<file path="src/rtl/sf_request_sequencer_if.sv">
`default_nettype none
// +----------------------------------------------------------------------------+
// | Module      : sf_request_sequencer_if                                      |
// | Description : Job, generator and output bundle of sf_request_sequencer.    |
// |               SF_SEQ_PERF_EN adds the perf_stall/perf_pixels counters.     |
// | Revision    : 1.0 - initial release                                        |
// +----------------------------------------------------------------------------+
interface sf_request_sequencer_if #(
  parameter int FIXEDBITS = 32,
  parameter int COORDW    = 16
);
  logic                 cfg_valid;
  logic                 cfg_ready;
  logic [COORDW-1:0]    cfg_width;
  logic [COORDW-1:0]    cfg_height;
  logic [FIXEDBITS-1:0] cfg_fx;
  logic [FIXEDBITS-1:0] cfg_fy;

  logic                 sfg_ready;
  logic                 sfg_done;
  logic [FIXEDBITS-1:0] sfg_fx;
  logic [FIXEDBITS-1:0] sfg_fy;
  logic [FIXEDBITS-1:0] sfg_sx;
  logic [FIXEDBITS-1:0] sfg_sy;
  logic                 sfg_start;
  logic                 sfg_taken;
  logic [FIXEDBITS-1:0] sfg_factorX;
  logic [FIXEDBITS-1:0] sfg_factorY;
  logic [COORDW-1:0]    sfg_dx;
  logic [COORDW-1:0]    sfg_dy;

  logic                 out_valid;
  logic                 out_ready;
  logic [COORDW-1:0]    out_dx;
  logic [COORDW-1:0]    out_dy;
  logic [FIXEDBITS-1:0] out_sx;
  logic [FIXEDBITS-1:0] out_sy;
  logic [FIXEDBITS-1:0] out_fx;
  logic [FIXEDBITS-1:0] out_fy;
  logic                 out_last;
  logic                 job_done;
`ifdef SF_SEQ_PERF_EN
  logic [31:0]          perf_stall;
  logic [31:0]          perf_pixels;
`endif

  modport master (
    input  cfg_valid, cfg_width, cfg_height, cfg_fx, cfg_fy,
    input  sfg_ready, sfg_done, sfg_fx, sfg_fy, sfg_sx, sfg_sy, out_ready,
    output cfg_ready, sfg_start, sfg_taken, sfg_factorX, sfg_factorY, sfg_dx, sfg_dy,
    output out_valid, out_dx, out_dy, out_sx, out_sy, out_fx, out_fy, out_last, job_done
`ifdef SF_SEQ_PERF_EN
    , output perf_stall, perf_pixels
`endif
  );

  modport slave (
    output cfg_valid, cfg_width, cfg_height, cfg_fx, cfg_fy,
    output sfg_ready, sfg_done, sfg_fx, sfg_fy, sfg_sx, sfg_sy, out_ready,
    input  cfg_ready, sfg_start, sfg_taken, sfg_factorX, sfg_factorY, sfg_dx, sfg_dy,
    input  out_valid, out_dx, out_dy, out_sx, out_sy, out_fx, out_fy, out_last, job_done
`ifdef SF_SEQ_PERF_EN
    , input perf_stall, perf_pixels
`endif
  );
endinterface
`default_nettype wire

</file>
<file path="src/rtl/sf_request_sequencer.sv">
`default_nettype none
// +----------------------------------------------------------------------------+
// | Module      : sf_request_sequencer                                         |
// | Description : Raster-order requester for the scale-factor generator with a |
// |               2-entry result FIFO. SF_SEQ_PERF_EN adds stall/pixel counts. |
// | Revision    : 1.0 - initial release                                        |
// +----------------------------------------------------------------------------+
module sf_request_sequencer #(
  parameter int FIXEDBITS = 32,
  parameter int FRAC      = 18,
  parameter int COORDW    = 16
) (
  input  wire logic              clk,
  input  wire logic              resetn,
  sf_request_sequencer_if.master bus
);

  generate
    if (FRAC >= FIXEDBITS) begin : g_frac_range_err
      $error("FRAC must be smaller than FIXEDBITS");
    end
  endgenerate

  typedef enum logic [2:0] {
    S_IDLE    = 3'd0,
    S_ISSUE   = 3'd1,
    S_WAIT    = 3'd2,
    S_CAPTURE = 3'd3,
    S_DRAIN   = 3'd4
  } state_t;

  typedef struct packed {
    logic [COORDW-1:0]    dx;
    logic [COORDW-1:0]    dy;
    logic [FIXEDBITS-1:0] sx;
    logic [FIXEDBITS-1:0] sy;
    logic [FIXEDBITS-1:0] fx;
    logic [FIXEDBITS-1:0] fy;
    logic                 last;
  } entry_t;

  state_t               r_state;
  logic                 r_cfg_ready;
  logic                 r_taken;
  logic                 r_job_done;
  logic [COORDW-1:0]    r_width;
  logic [COORDW-1:0]    r_height;
  logic [COORDW-1:0]    r_dx;
  logic [COORDW-1:0]    r_dy;
  logic [FIXEDBITS-1:0] r_fx;
  logic [FIXEDBITS-1:0] r_fy;

  entry_t               r_mem [2];
  logic                 r_wr_ptr;
  logic                 r_rd_ptr;
  logic [1:0]           r_count;

  logic   w_accept;
  logic   w_full;
  logic   w_push;
  logic   w_pop;
  logic   w_last;
  entry_t w_entry;
  entry_t w_head;

  assign w_accept = (r_state == S_IDLE) && bus.cfg_valid;
  assign w_full   = (r_count == 2'd2);
  assign w_push   = (r_state == S_CAPTURE);
  assign w_pop    = bus.out_valid && bus.out_ready;
  assign w_last   = (r_dx == r_width - COORDW'(1)) && (r_dy == r_height - COORDW'(1));

  assign w_entry = '{dx: r_dx, dy: r_dy, sx: bus.sfg_sx, sy: bus.sfg_sy,
                     fx: bus.sfg_fx, fy: bus.sfg_fy, last: w_last};
  assign w_head  = r_mem[r_rd_ptr];

  // Request/response sequencing; CAPTURE is the only state that pushes the FIFO.
  always_ff @(posedge clk or negedge resetn) begin
    if (!resetn) begin
      r_state     <= S_IDLE;
      r_cfg_ready <= 1'b1;
      r_taken     <= 1'b0;
      r_job_done  <= 1'b0;
      r_width     <= '0;
      r_height    <= '0;
      r_dx        <= '0;
      r_dy        <= '0;
      r_fx        <= '0;
      r_fy        <= '0;
    end else begin
      r_job_done <= 1'b0;
      r_taken    <= 1'b0;
      case (r_state)
        S_IDLE: begin
          if (bus.cfg_valid) begin
            r_width  <= bus.cfg_width;
            r_height <= bus.cfg_height;
            r_fx     <= bus.cfg_fx;
            r_fy     <= bus.cfg_fy;
            r_dx     <= '0;
            r_dy     <= '0;
            if ((bus.cfg_width == '0) || (bus.cfg_height == '0)) begin
              r_job_done <= 1'b1;
            end else begin
              r_state     <= S_ISSUE;
              r_cfg_ready <= 1'b0;
            end
          end
        end
        S_ISSUE: begin
          if (bus.sfg_ready) r_state <= S_WAIT;
        end
        S_WAIT: begin
          // Holding off taken while full keeps the generator's result parked.
          if (bus.sfg_done && !w_full) begin
            r_state <= S_CAPTURE;
            r_taken <= 1'b1;
          end
        end
        S_CAPTURE: begin
          if (w_last) begin
            r_state <= S_DRAIN;
          end else begin
            r_state <= S_ISSUE;
            if (r_dx == r_width - COORDW'(1)) begin
              r_dx <= '0;
              r_dy <= r_dy + COORDW'(1);
            end else begin
              r_dx <= r_dx + COORDW'(1);
            end
          end
        end
        S_DRAIN: begin
          if ((r_count == 2'd0) || (w_pop && (r_count == 2'd1))) begin
            r_job_done  <= 1'b1;
            r_state     <= S_IDLE;
            r_cfg_ready <= 1'b1;
          end
        end
        default: begin
          r_state     <= S_IDLE;
          r_cfg_ready <= 1'b1;
        end
      endcase
    end
  end

  always_ff @(posedge clk or negedge resetn) begin
    if (!resetn) begin
      r_mem[0] <= '0;
      r_mem[1] <= '0;
      r_wr_ptr <= 1'b0;
      r_rd_ptr <= 1'b0;
      r_count  <= 2'd0;
    end else begin
      if (w_push) begin
        r_mem[r_wr_ptr] <= w_entry;
        r_wr_ptr        <= ~r_wr_ptr;
      end
      if (w_pop) r_rd_ptr <= ~r_rd_ptr;
      case ({w_push, w_pop})
        2'b10:   r_count <= r_count + 2'd1;
        2'b01:   r_count <= r_count - 2'd1;
        default: r_count <= r_count;
      endcase
    end
  end

  assign bus.cfg_ready   = r_cfg_ready;
  assign bus.sfg_start   = (r_state == S_ISSUE) && bus.sfg_ready;
  assign bus.sfg_taken   = r_taken;
  assign bus.sfg_factorX = r_fx;
  assign bus.sfg_factorY = r_fy;
  assign bus.sfg_dx      = r_dx;
  assign bus.sfg_dy      = r_dy;
  assign bus.out_valid   = (r_count != 2'd0);
  assign bus.out_dx      = w_head.dx;
  assign bus.out_dy      = w_head.dy;
  assign bus.out_sx      = w_head.sx;
  assign bus.out_sy      = w_head.sy;
  assign bus.out_fx      = w_head.fx;
  assign bus.out_fy      = w_head.fy;
  assign bus.out_last    = w_head.last;
  assign bus.job_done    = r_job_done;

`ifdef SF_SEQ_PERF_EN
  logic [31:0] r_perf_stall;
  logic [31:0] r_perf_pixels;

  always_ff @(posedge clk or negedge resetn) begin
    if (!resetn) begin
      r_perf_stall  <= '0;
      r_perf_pixels <= '0;
    end else if (w_accept) begin
      r_perf_stall  <= '0;
      r_perf_pixels <= '0;
    end else begin
      if ((r_state == S_WAIT) && bus.sfg_done && w_full && (r_perf_stall != '1))
        r_perf_stall <= r_perf_stall + 32'd1;
      if ((r_state == S_CAPTURE) && (r_perf_pixels != '1))
        r_perf_pixels <= r_perf_pixels + 32'd1;
    end
  end

  assign bus.perf_stall  = r_perf_stall;
  assign bus.perf_pixels = r_perf_pixels;
`else
  logic w_unused_accept;
  assign w_unused_accept = w_accept;
`endif

endmodule
`default_nettype wire

</file>
<file path="src/flat_wrapper.sv">
// flat-port wrapper written by rule: the top's interface ports become plain ports
module sf_request_sequencer_flat 
#(
  parameter int FIXEDBITS = 32,
  parameter int FRAC      = 18,
  parameter int COORDW    = 16
)
  (clk, resetn, bus_cfg_valid, bus_cfg_width, bus_cfg_height, bus_cfg_fx, bus_cfg_fy, bus_sfg_ready, bus_sfg_done, bus_sfg_fx, bus_sfg_fy, bus_sfg_sx, bus_sfg_sy, bus_out_ready, bus_cfg_ready, bus_sfg_start, bus_sfg_taken, bus_sfg_factorX, bus_sfg_factorY, bus_sfg_dx, bus_sfg_dy, bus_out_valid, bus_out_dx, bus_out_dy, bus_out_sx, bus_out_sy, bus_out_fx, bus_out_fy, bus_out_last, bus_job_done);
  sf_request_sequencer_if #(.FIXEDBITS(FIXEDBITS), .COORDW(COORDW)) bus_i ();
  input  wire logic clk;
  input  wire logic resetn;
  input wire logic [$bits(bus_i.cfg_valid)-1:0] bus_cfg_valid;
  input wire logic [$bits(bus_i.cfg_width)-1:0] bus_cfg_width;
  input wire logic [$bits(bus_i.cfg_height)-1:0] bus_cfg_height;
  input wire logic [$bits(bus_i.cfg_fx)-1:0] bus_cfg_fx;
  input wire logic [$bits(bus_i.cfg_fy)-1:0] bus_cfg_fy;
  input wire logic [$bits(bus_i.sfg_ready)-1:0] bus_sfg_ready;
  input wire logic [$bits(bus_i.sfg_done)-1:0] bus_sfg_done;
  input wire logic [$bits(bus_i.sfg_fx)-1:0] bus_sfg_fx;
  input wire logic [$bits(bus_i.sfg_fy)-1:0] bus_sfg_fy;
  input wire logic [$bits(bus_i.sfg_sx)-1:0] bus_sfg_sx;
  input wire logic [$bits(bus_i.sfg_sy)-1:0] bus_sfg_sy;
  input wire logic [$bits(bus_i.out_ready)-1:0] bus_out_ready;
  output wire logic [$bits(bus_i.cfg_ready)-1:0] bus_cfg_ready;
  output wire logic [$bits(bus_i.sfg_start)-1:0] bus_sfg_start;
  output wire logic [$bits(bus_i.sfg_taken)-1:0] bus_sfg_taken;
  output wire logic [$bits(bus_i.sfg_factorX)-1:0] bus_sfg_factorX;
  output wire logic [$bits(bus_i.sfg_factorY)-1:0] bus_sfg_factorY;
  output wire logic [$bits(bus_i.sfg_dx)-1:0] bus_sfg_dx;
  output wire logic [$bits(bus_i.sfg_dy)-1:0] bus_sfg_dy;
  output wire logic [$bits(bus_i.out_valid)-1:0] bus_out_valid;
  output wire logic [$bits(bus_i.out_dx)-1:0] bus_out_dx;
  output wire logic [$bits(bus_i.out_dy)-1:0] bus_out_dy;
  output wire logic [$bits(bus_i.out_sx)-1:0] bus_out_sx;
  output wire logic [$bits(bus_i.out_sy)-1:0] bus_out_sy;
  output wire logic [$bits(bus_i.out_fx)-1:0] bus_out_fx;
  output wire logic [$bits(bus_i.out_fy)-1:0] bus_out_fy;
  output wire logic [$bits(bus_i.out_last)-1:0] bus_out_last;
  output wire logic [$bits(bus_i.job_done)-1:0] bus_job_done;
  assign bus_i.cfg_valid = bus_cfg_valid;
  assign bus_i.cfg_width = bus_cfg_width;
  assign bus_i.cfg_height = bus_cfg_height;
  assign bus_i.cfg_fx = bus_cfg_fx;
  assign bus_i.cfg_fy = bus_cfg_fy;
  assign bus_i.sfg_ready = bus_sfg_ready;
  assign bus_i.sfg_done = bus_sfg_done;
  assign bus_i.sfg_fx = bus_sfg_fx;
  assign bus_i.sfg_fy = bus_sfg_fy;
  assign bus_i.sfg_sx = bus_sfg_sx;
  assign bus_i.sfg_sy = bus_sfg_sy;
  assign bus_i.out_ready = bus_out_ready;
  assign bus_cfg_ready = bus_i.cfg_ready;
  assign bus_sfg_start = bus_i.sfg_start;
  assign bus_sfg_taken = bus_i.sfg_taken;
  assign bus_sfg_factorX = bus_i.sfg_factorX;
  assign bus_sfg_factorY = bus_i.sfg_factorY;
  assign bus_sfg_dx = bus_i.sfg_dx;
  assign bus_sfg_dy = bus_i.sfg_dy;
  assign bus_out_valid = bus_i.out_valid;
  assign bus_out_dx = bus_i.out_dx;
  assign bus_out_dy = bus_i.out_dy;
  assign bus_out_sx = bus_i.out_sx;
  assign bus_out_sy = bus_i.out_sy;
  assign bus_out_fx = bus_i.out_fx;
  assign bus_out_fy = bus_i.out_fy;
  assign bus_out_last = bus_i.out_last;
  assign bus_job_done = bus_i.job_done;
  sf_request_sequencer #(.FIXEDBITS(FIXEDBITS), .FRAC(FRAC), .COORDW(COORDW)) u_core (.clk(clk), .resetn(resetn), .bus(bus_i));
endmodule
</file>
<file path="config.mk">
export PLATFORM = sky130hd
export DESIGN_NAME = sf_request_sequencer_flat
export DESIGN_NICKNAME = d
export VERILOG_FILES = /design/src/rtl/sf_request_sequencer_if.sv /design/src/rtl/sf_request_sequencer.sv /design/src/flat_wrapper.sv
export SDC_FILE = /design/constraint.sdc
export NUM_CORES = 1
export LEC_CHECK = 0
export ABC_AREA = 1
export CAP_MARGIN = 20
export CORE_UTILIZATION = 51
export CTS_CLUSTER_DIAMETER = 50
export DETAILED_ROUTE_END_ITERATION = 10
export HOLD_SLACK_MARGIN = 0.06
export PLACE_DENSITY = 0.78
export REMOVE_ABC_BUFFERS = 1
export SYNTH_ARGS = -nofsm -noshare
export SYNTH_HDL_FRONTEND = slang
export SYNTH_SLANG_ARGS = --single-unit
</file>
<file path="constraint.sdc">
create_clock -name clk -period 2.8 [get_ports clk]
set_input_delay 0.84 -clock clk [delete_from_list [all_inputs] [get_ports clk]]
set_output_delay 0.84 -clock clk [all_outputs]
set_load 0.005 [all_outputs]
</file>
==> results of run 1 <==
synth_stat cells, types with 2 or more instances:
master and n:
a21oi_1 7, and3_1 3, and2_1 2, nand2_2 16, nand2_1 1240, nor4_1 13
nor2_8 2, xnor2_1 16, nor2_4 5, buf_1 7, nor3_1 15, nor2_2 8
inv_2 7, nand2_4 3, nor2_1 91, xor2_2 2, xor2_1 31, nor3b_1 2
nand3_4 3, nand3_1 58, dfrtp_1 459, o21ai_0 360, clkinv_1 2, inv_1 220
or2_2 2, nand4_1 26, ha_1 8, o21ai_2 10, buf_2 3, clkbuf_1 124
nand3b_1 7
per-stage QoR:
stage | cell area (um2) | util (%) | setup slack [ns]
floorplan | 20900 | - | -5.26
global placement | 27100 | 65.7 | -0.0577
detailed placement | 27100 | 65.7 | -0.0680
CTS | 29300 | 71.2 | -0.208
global route | 29900 | 72.6 | -0.153
finish | 29900 | 72.6 | -0.0963
power groups by stage:
stage	clock network, W	registers (W)	logic [W]
6_report	0.00648	0.0114	0.0158
3_3_place_gp	0	0.0111	0.0133
4_1_cts	0.00657	0.0112	0.0148
3_5_place_dp	0	0.0112	0.0137
2_1_floorplan	0	0.0111	0.00675
5_1_grt	0.00684	0.0117	0.0172
cells in the final DEF, fill, tap and decap left out, types with 47 or more instances in the layout:
| cell | netlist | final |
|---|---|---|
| buf_6 | 1 | 47 |
| clkbuf_16 | 0 | 56 |
| clkdlybuf4s50_1 | 0 | 328 |
| dfrtp_1 | 459 | 458 |
| inv_1 | 220 | 219 |
| nand2_1 | 1240 | 1142 |
| nand2_2 | 16 | 80 |
| nand3_1 | 58 | 58 |
| nor2_1 | 91 | 89 |
| o21ai_0 | 360 | 360 |
layout make-up:
type                    count  area, um2  share of cell area [%]
inverters                 229        872                    2.92
clock inverters            18        168                   0.561
well taps                 532        666                    2.23
clock buffers              70       1440                    4.81
flip-flops and latches    460      11500                    38.5
repair buffers            590       6250                    20.9
diodes                      5       12.5                  0.0418
multi-input cells        1935       8990                    30.0
logic make-up (layout without fill, tap and decap cells):
kind of cell	after synthesis	in the layout	share of synthesized area (%)
flip-flops	460	460	53.6
adder cells (fa/ha/maj)	8	8	0.466
AO/OA/AOI/OAI	381	381	9.10
other	0	5	0
buffers and inverters	366	907	6.53
XOR/XNOR	49	49	2.07
AND/OR/NAND/NOR	1497	1497	28.2
worst register-to-register path: stages (launching register included):
cell and delay (ns):
dfrtp_1 0.39, inv_1 0.13, ha_1 0.27, nand3_4 0.15, nor2_4 0.14, nand2_1 0.09
nand3_1 0.11, nand2_1 0.07, nor2_2 0.11, nand3_2 0.14, nor2_8 0.24, nand3_4 0.13
buf_4 0.23, nand4_1 0.10, nand2_1 0.06
how the worst min path moves through the flow:
stage / startpoint / endpoint
2_1_floorplan: u_core.r_mem[140]$_DFFE_PN0P_ / u_core.r_mem[140]$_DFFE_PN0P_
3_3_place_gp: u_core.bus.sfg_factorY[24]$_DFFE_PN0P_ / u_core.bus.sfg_factorY[24]$_DFFE_PN0P_
3_5_place_dp: u_core.bus.sfg_factorY[13]$_DFFE_PN0P_ / u_core.bus.sfg_factorY[13]$_DFFE_PN0P_
4_1_cts: resetn / u_core.bus.sfg_factorY[8]$_DFFE_PN0P_
5_1_grt: resetn / u_core.bus.sfg_factorY[8]$_DFFE_PN0P_
6_report: resetn / u_core.bus.sfg_factorY[8]$_DFFE_PN0P_
registers in the layout (all words and copies together), names as in the netlist:
name and cells:
u_core.bus.cfg_ready 1, u_core.bus.job_done 1, u_core.bus.sfg_dx 16, u_core.bus.sfg_dy 16, u_core.bus.sfg_factorX 32, u_core.bus.sfg_factorY 32, u_core.bus.sfg_taken 1, u_core.r_count 2
u_core.r_height 16, u_core.r_mem 322, u_core.r_rd_ptr 1, u_core.r_state 3, u_core.r_width 16, u_core.r_wr_ptr 1
timing repair:
action	CTS	global route
pin swaps	13	34
buffers inserted	38	12
resized for setup	429	252
gates cloned	18	6
endpoints found under the setup margin	162	101
per-layer routing:
layer / routed length (um) / vias up
met5: 41 / -
met4: 2530 / 6
met3: 6060 / 153
met2: 33500 / 921
met1: 27700 / 9711
li1: - / 9607
==> results.txt, run 1 <==
M2 GR Usage -> 52.6%
Placed Instances -> 3684
PwrDens -> 1120 mW/mm2
Req. time, crit path -> 1.96 ns
DIE AREA -> 0.0429 mm2
Overflow after GRT -> 0
Top Usage Layer GRT -> met2
Hold Buf Count CTS -> 0
DR pass1 iterations -> 8
root buffer selected by CTS -> clkbuf_16
Seq/Total Area, Yosys -> 53.6%
# DRC -> 0
clock slew seen by the registers of the worst setup and hold paths -> 0.06 ns
Tightest Pin Transition -> 0.660 ns
die height -> 207 um
die span in x -> 207 um
Crit Path Class -> register to output port
Cells after Synth -> 2761
largest area contributor in the netlist -> dfrtp_1
Final Hold Fails -> 0
Sw Ratio -> 39.0%
PnR Total Power -> 0.0336 W
gr usage total -> 31.5%
area fraction of the dominant cell type after synthesis -> 53.5%
CP Depth -> 9
Critical Path Fanout Max -> 5
Hold Path Class -> primary input to asynchronous set/reset pin
outcome -> finished, violations left
Worst Clk Skew -> 0.0288 ns
nature of the critical path startpoint -> register
leakage -> 15.5 nW
Synth warnings -> 0
TritonCTS clock tree -> done
Fillers -> 3036
gpl congestion -> 0.889
HPWL Detailed -> 43200 um
antenna violations before repair -> 5
Peak Freq -> 345 MHz
synth top area cells -> dfrtp_1 53%, nand2_1 22%, o21ai_0 8.4%, inv_1 3.8%, clkbuf_1 2.2%
cell at the slowest stage of the critical path -> dfrtp_4
CTS sink count -> 460
final setup vio count -> 33
grt met3 use -> 8.17%
#FFs+latches synth -> 460
Setup TNS -> -1.04 ns
FF-to-FF Start -> u_core.r_width[0]$_DFFE_PN0P_
first-pass GRT wire length -> 107000 um
Ports -> 492
worst hold slack -> 0.189 ns
Worst R2R End -> u_core.bus.sfg_dy[0]$_DFFE_PN0P_
WL final -> 69800 um
P_int -> 0.0205 W
layout cells sized above 1 -> 13.3%
Core Area -> 0.0412 mm2
slowest stage delay, CP -> 0.48 ns
largest net degree at the start of global routing -> 163
Most used DFF post-synth -> dfrtp_1
synth unique cells -> 40
headroom to the max-slew limit -> 56.0%
number of global-route vias before repair -> 20000
Cell Rows -> 74
Final nets -> 3505
Crit path max-delay family -> buffers and inverters
Tcrit/Tclk final -> 103%
async set-reset flop share out of synthesis -> 100%
failing checks -> setup timing
drt via density -> 5.31
CP startpoint -> u_core.r_rd_ptr$_DFFE_PN0P_
Starting DRT DRC Count -> 1869
Clk pwr share -> 19.3%
Setup crit end kind -> output port
Post-Layout Cell Count -> 3839
worst setup margin -> -0.0963 ns
Initial Util -> 52.1%
routed len/inst -> 18.2 um
CTS max path bufs -> 3
number of synthesized flops with an enable pin -> 0
Critical path buffers and inverters -> 7
post-layout minimum cycle time -> 2.90 ns
Clock Latency Late Sink -> 0.60 ns
post-route ant nets -> 0
Inserted Clock Buffers -> 51
RSZ-0062 raised after global routing -> true
synth-to-layout area growth -> 39.3%
worst r2r path cells -> 14
Synth Cell Area -> 0.0215 mm2
power share of the combinational group -> 46.9%
critical path endpoint -> bus_out_dy[15]
Max-Cap Viols -> 0
Reg2Reg Setup Slack -> 0.32 ns
Via Count -> 20400
Peak supply drop -> 647 uV
CTS H-tree lvls -> 2
met1 GRT Util -> 39.1%
register share of total power -> 33.8%
syn_area_per_cell -> 7.78 um2
port bufs -> 491
worst-path cell chain -> clkinv_8 > buf_12 > buf_12 > buf_8 > buf_16 > buf_12 > nand2_4 > nand2_2 > buf_6
Data arrival, critical path -> 2.06 ns
CP dominant cell by count -> buf_12
Slew Viols, Final -> 0
Switch Pwr -> 0.0131 W
(Power assumes the default switching activity.)
==> run 2: changes to the inputs <==
clock period = 2.7 ns   (was 2.8 ns; I/O delays follow)
==> run 2 against run 1 <==
Compared with the run above: cell area up 3.1%; critical endpoint is now bus_out_sx[18]; the flow still finishes with violations (setup timing); worst setup slack worse by 0.046 ns; clock-buffer cell count up 4; sequential share of layout area down 1.2 points; first-iteration DRC count up 26%; core utilization up 2.2 points; clock skew down 0.0062 ns.
==> results.txt, run 2 (synthesis gave the netlist of run 1 again) <==
CTS max path bufs -> 3 (unchanged)
gr usage total -> 32.8% (+1.3 points)
number of global-route vias before repair -> 20600 (+3.1%)
gpl congestion -> 0.891 (+0.27%)
Slew Viols, Final -> 0 (unchanged)
leakage -> 15.8 nW (+2.2%)
power share of the combinational group -> 48.9% (+2.0 points)
Worst Clk Skew -> 0.0225 ns (-0.00622 ns)
most frequent cells in the layout -> 1038 x nand2_1, 458 x dfrtp_1, 360 x o21ai_0, 327 x clkdlybuf4s50_1, 219 x inv_1
first-pass GRT wire length -> 112000 um (+3.9%)
Clock Latency Late Sink -> 0.60 ns (about the same)
slowest stage delay, CP -> 0.51 ns (+0.03 ns)
outcome -> finished, violations left
Switch Pwr -> 0.0149 W (+14%)
layout cells sized above 1 -> 19.0% (+5.7 points)
final setup vio count -> 50 (+52%)
register share of total power -> 32.4% (-1.4 points)
DR pass1 iterations -> 8 (unchanged)
Final Hold Fails -> 0 (unchanged)
final instance area -> 0.0308 mm2 (+3.1%)
die height -> 207 um (unchanged)
PnR Total Power -> 0.0374 W (+11%)
Core Area -> 0.0412 mm2 (unchanged)
Cell Rows -> 74 (unchanged)
placed inst area -> 0.0271 mm2 (+0.29%)
Critical Path Fanout Max -> 5 (unchanged)
port bufs -> 491 (unchanged)
nature of the critical path startpoint -> register
Tcrit/Tclk final -> 105%
antenna violations before repair -> 2 (-3)
die span in x -> 207 um (unchanged)
Fillers -> 2850 (-6.1%)
Clk pwr share -> 18.7% (-0.6 points)
worst setup margin -> -0.142 ns (-0.0458 ns)
post-layout minimum cycle time -> 2.84 ns
Overflow after GRT -> 0 (unchanged)
Setup TNS -> -2.80 ns (-1.75 ns)
Via Count -> 21400 (+4.8%)
failing checks -> setup timing
Crit Path Class -> register to output port
Sw Ratio -> 39.9% (+0.86 points)
CTS sink count -> 460 (unchanged)
DIE AREA -> 0.0429 mm2 (unchanged)
TritonCTS clock tree -> done
routed len/inst -> 19.3 um (+6.4%)
cell at the slowest stage of the critical path -> dfrtp_4
P_int -> 0.0225 W (+9.6%)
Hold Buf Count CTS -> 0 (unchanged)
commonest non-fill, non-tap cell in the layout -> nand2_1
max FFs per register -> 322 (unchanged)
root buffer selected by CTS -> clkbuf_16
Starting DRT DRC Count -> 2355 (+26%)
Largest Register -> u_core.r_mem
PwrDens -> 1210 mW/mm2 (+7.8%)
HPWL Detailed -> 43500 um (+0.61%)
Tightest Pin Transition -> 0.855 ns (+0.195 ns)
Peak supply drop -> 666 uV (+3.0%)
Initial Util -> 52.1% (unchanged)
Setup crit end kind -> output port
RSZ-0062 raised after global routing -> true
post-layout util -> 74.8% (+2.2 points)
headroom to the max-slew limit -> 43.0% (-13 points)
Hold Path Class -> primary input to asynchronous set/reset pin
# DRC -> 0 (unchanged)
drt via density -> 5.52 (+3.8%)
Peak Freq -> 352 MHz
largest net degree at the start of global routing -> 120 (-26%)
Inserted Clock Buffers -> 50 (-2.0%)
Data arrival, critical path -> 2.03 ns (-0.03 ns)
worst-path cell chain -> buf_8 > buf_6 > buf_12 > buf_16 > buf_12 > nand2_4 > nand2_2 > buf_6
synth-to-layout area growth -> 43.6%
Max-Cap Viols -> 0 (unchanged)
post-route ant nets -> 0 (unchanged)
Ports -> 492 (unchanged)
clock slew seen by the registers of the worst setup and hold paths -> 0.06 ns (about the same)
Req. time, crit path -> 1.89 ns (-0.07 ns)
WL final -> 74900 um (+7.3%)
Final nets -> 3546 (+1.2%)
CTS H-tree lvls -> 2 (unchanged)
run 2: changes by cell type in the layout (fill, tap and decap cells not counted), moves of 6 or more:
| cell | change |
|---|---|
| nand2_1 | -104 |
| nand2_2 | +64 |
| buf_2 | +50 |
| buf_6 | +40 |
| nand2_4 | +40 |
| dlygate4sd2_1 | -31 |
| clkbuf_2 | -19 |
| dlymetal6s2s_1 | -12 |
| buf_12 | +9 |
| buf_8 | +9 |
| clkdlybuf4s15_1 | -8 |
| buf_4 | +6 |
| clkinv_2 | -6 |
run 2: critical path: cells and delay by family, from the launching register on:
kind / cells / cell delay, ns
buffers and inverters: 6 / 0.82
flip-flops: 1 / 0.51
AND/OR/NAND/NOR: 2 / 0.12
run 2: repair_timing:
action                                  CTS  global route
endpoints found under the setup margin  162           157
cloned                                   23             2
pin swaps                                44            77
buffers inserted                         73            13
gates resized for setup                 786           273
run 2: layout make-up:
type | instances | area [um2] | share of cell area (%)
Inverter | 229 | 865 | 2.80
Antenna cell | 1 | 2.50 | 0.00812
Tap cell | 532 | 666 | 2.16
Clock buffer | 74 | 1520 | 4.91
Clock inverter | 10 | 141 | 0.459
Sequential cell | 460 | 11500 | 37.3
Timing Repair Buffer | 632 | 6670 | 21.6
Multi-Input combinational cell | 1935 | 9460 | 30.7
run 2: through the flow:
| step | hold WS (ns) | std cells | setup slack [ns] |
|---|---|---|---|
| after CTS | 0.0720 | 3870 | -0.176 |
| after global placement | 0.452 | 3691 | -0.101 |
| final | 0.0812 | 3873 | -0.142 |
| after global routing | 0.0820 | 3872 | -0.178 |
| after floorplan | 0.453 | 2624 | -5.33 |
| after detailed placement | 0.458 | 3691 | -0.0756 |
run 2: layer usage:
metal  share of wire, %  vias up  global-route usage (%)
met5              0.021        -                       0
met4                5.2        2                    13.3
met3                9.9      278                    8.26
met2                 47     1243                    54.5
met1                 37    10100                    41.0
li1                   -     9705                       -
run 2: power by group through the flow:
stage          Clock (W)  Sequential (W)  Combinational (W)
5_1_grt          0.00733          0.0124             0.0197
3_5_place_dp           0          0.0116             0.0144
3_3_place_gp           0          0.0115             0.0140
4_1_cts          0.00700          0.0117             0.0169
6_report         0.00697          0.0121             0.0183
2_1_floorplan          0          0.0115            0.00700
run 2: final timing paths:
| check | from | endpoint | slack, ns | cells after the start |
|---|---|---|---|---|
| worst min-delay path | resetn | u_core.bus.sfg_factorY[0]$_DFFE_PN0P_ | 0.08 | 1 |
| worst min register to register | u_core.bus.sfg_factorX[12]$_DFFE_PN0P_ | u_core.bus.sfg_factorX[12]$_DFFE_PN0P_ | 0.47 | 2 |
| worst max register to register | u_core.r_width[0]$_DFFE_PN0P_ | u_core.bus.sfg_dx[2]$_DFFE_PN0P_ | 0.17 | 14 |
| worst max-delay path | u_core.r_rd_ptr$_DFFE_PN0P_ | bus_out_sx[18] | -0.14 | 8 |
| min in group clk | u_core.bus.sfg_factorX[12]$_DFFE_PN0P_ | u_core.bus.sfg_factorX[12]$_DFFE_PN0P_ | 0.47 | 2 |
| max in group asynchronous | resetn | u_core.r_mem[193]$_DFFE_PN0P_ | 1.74 | 3 |
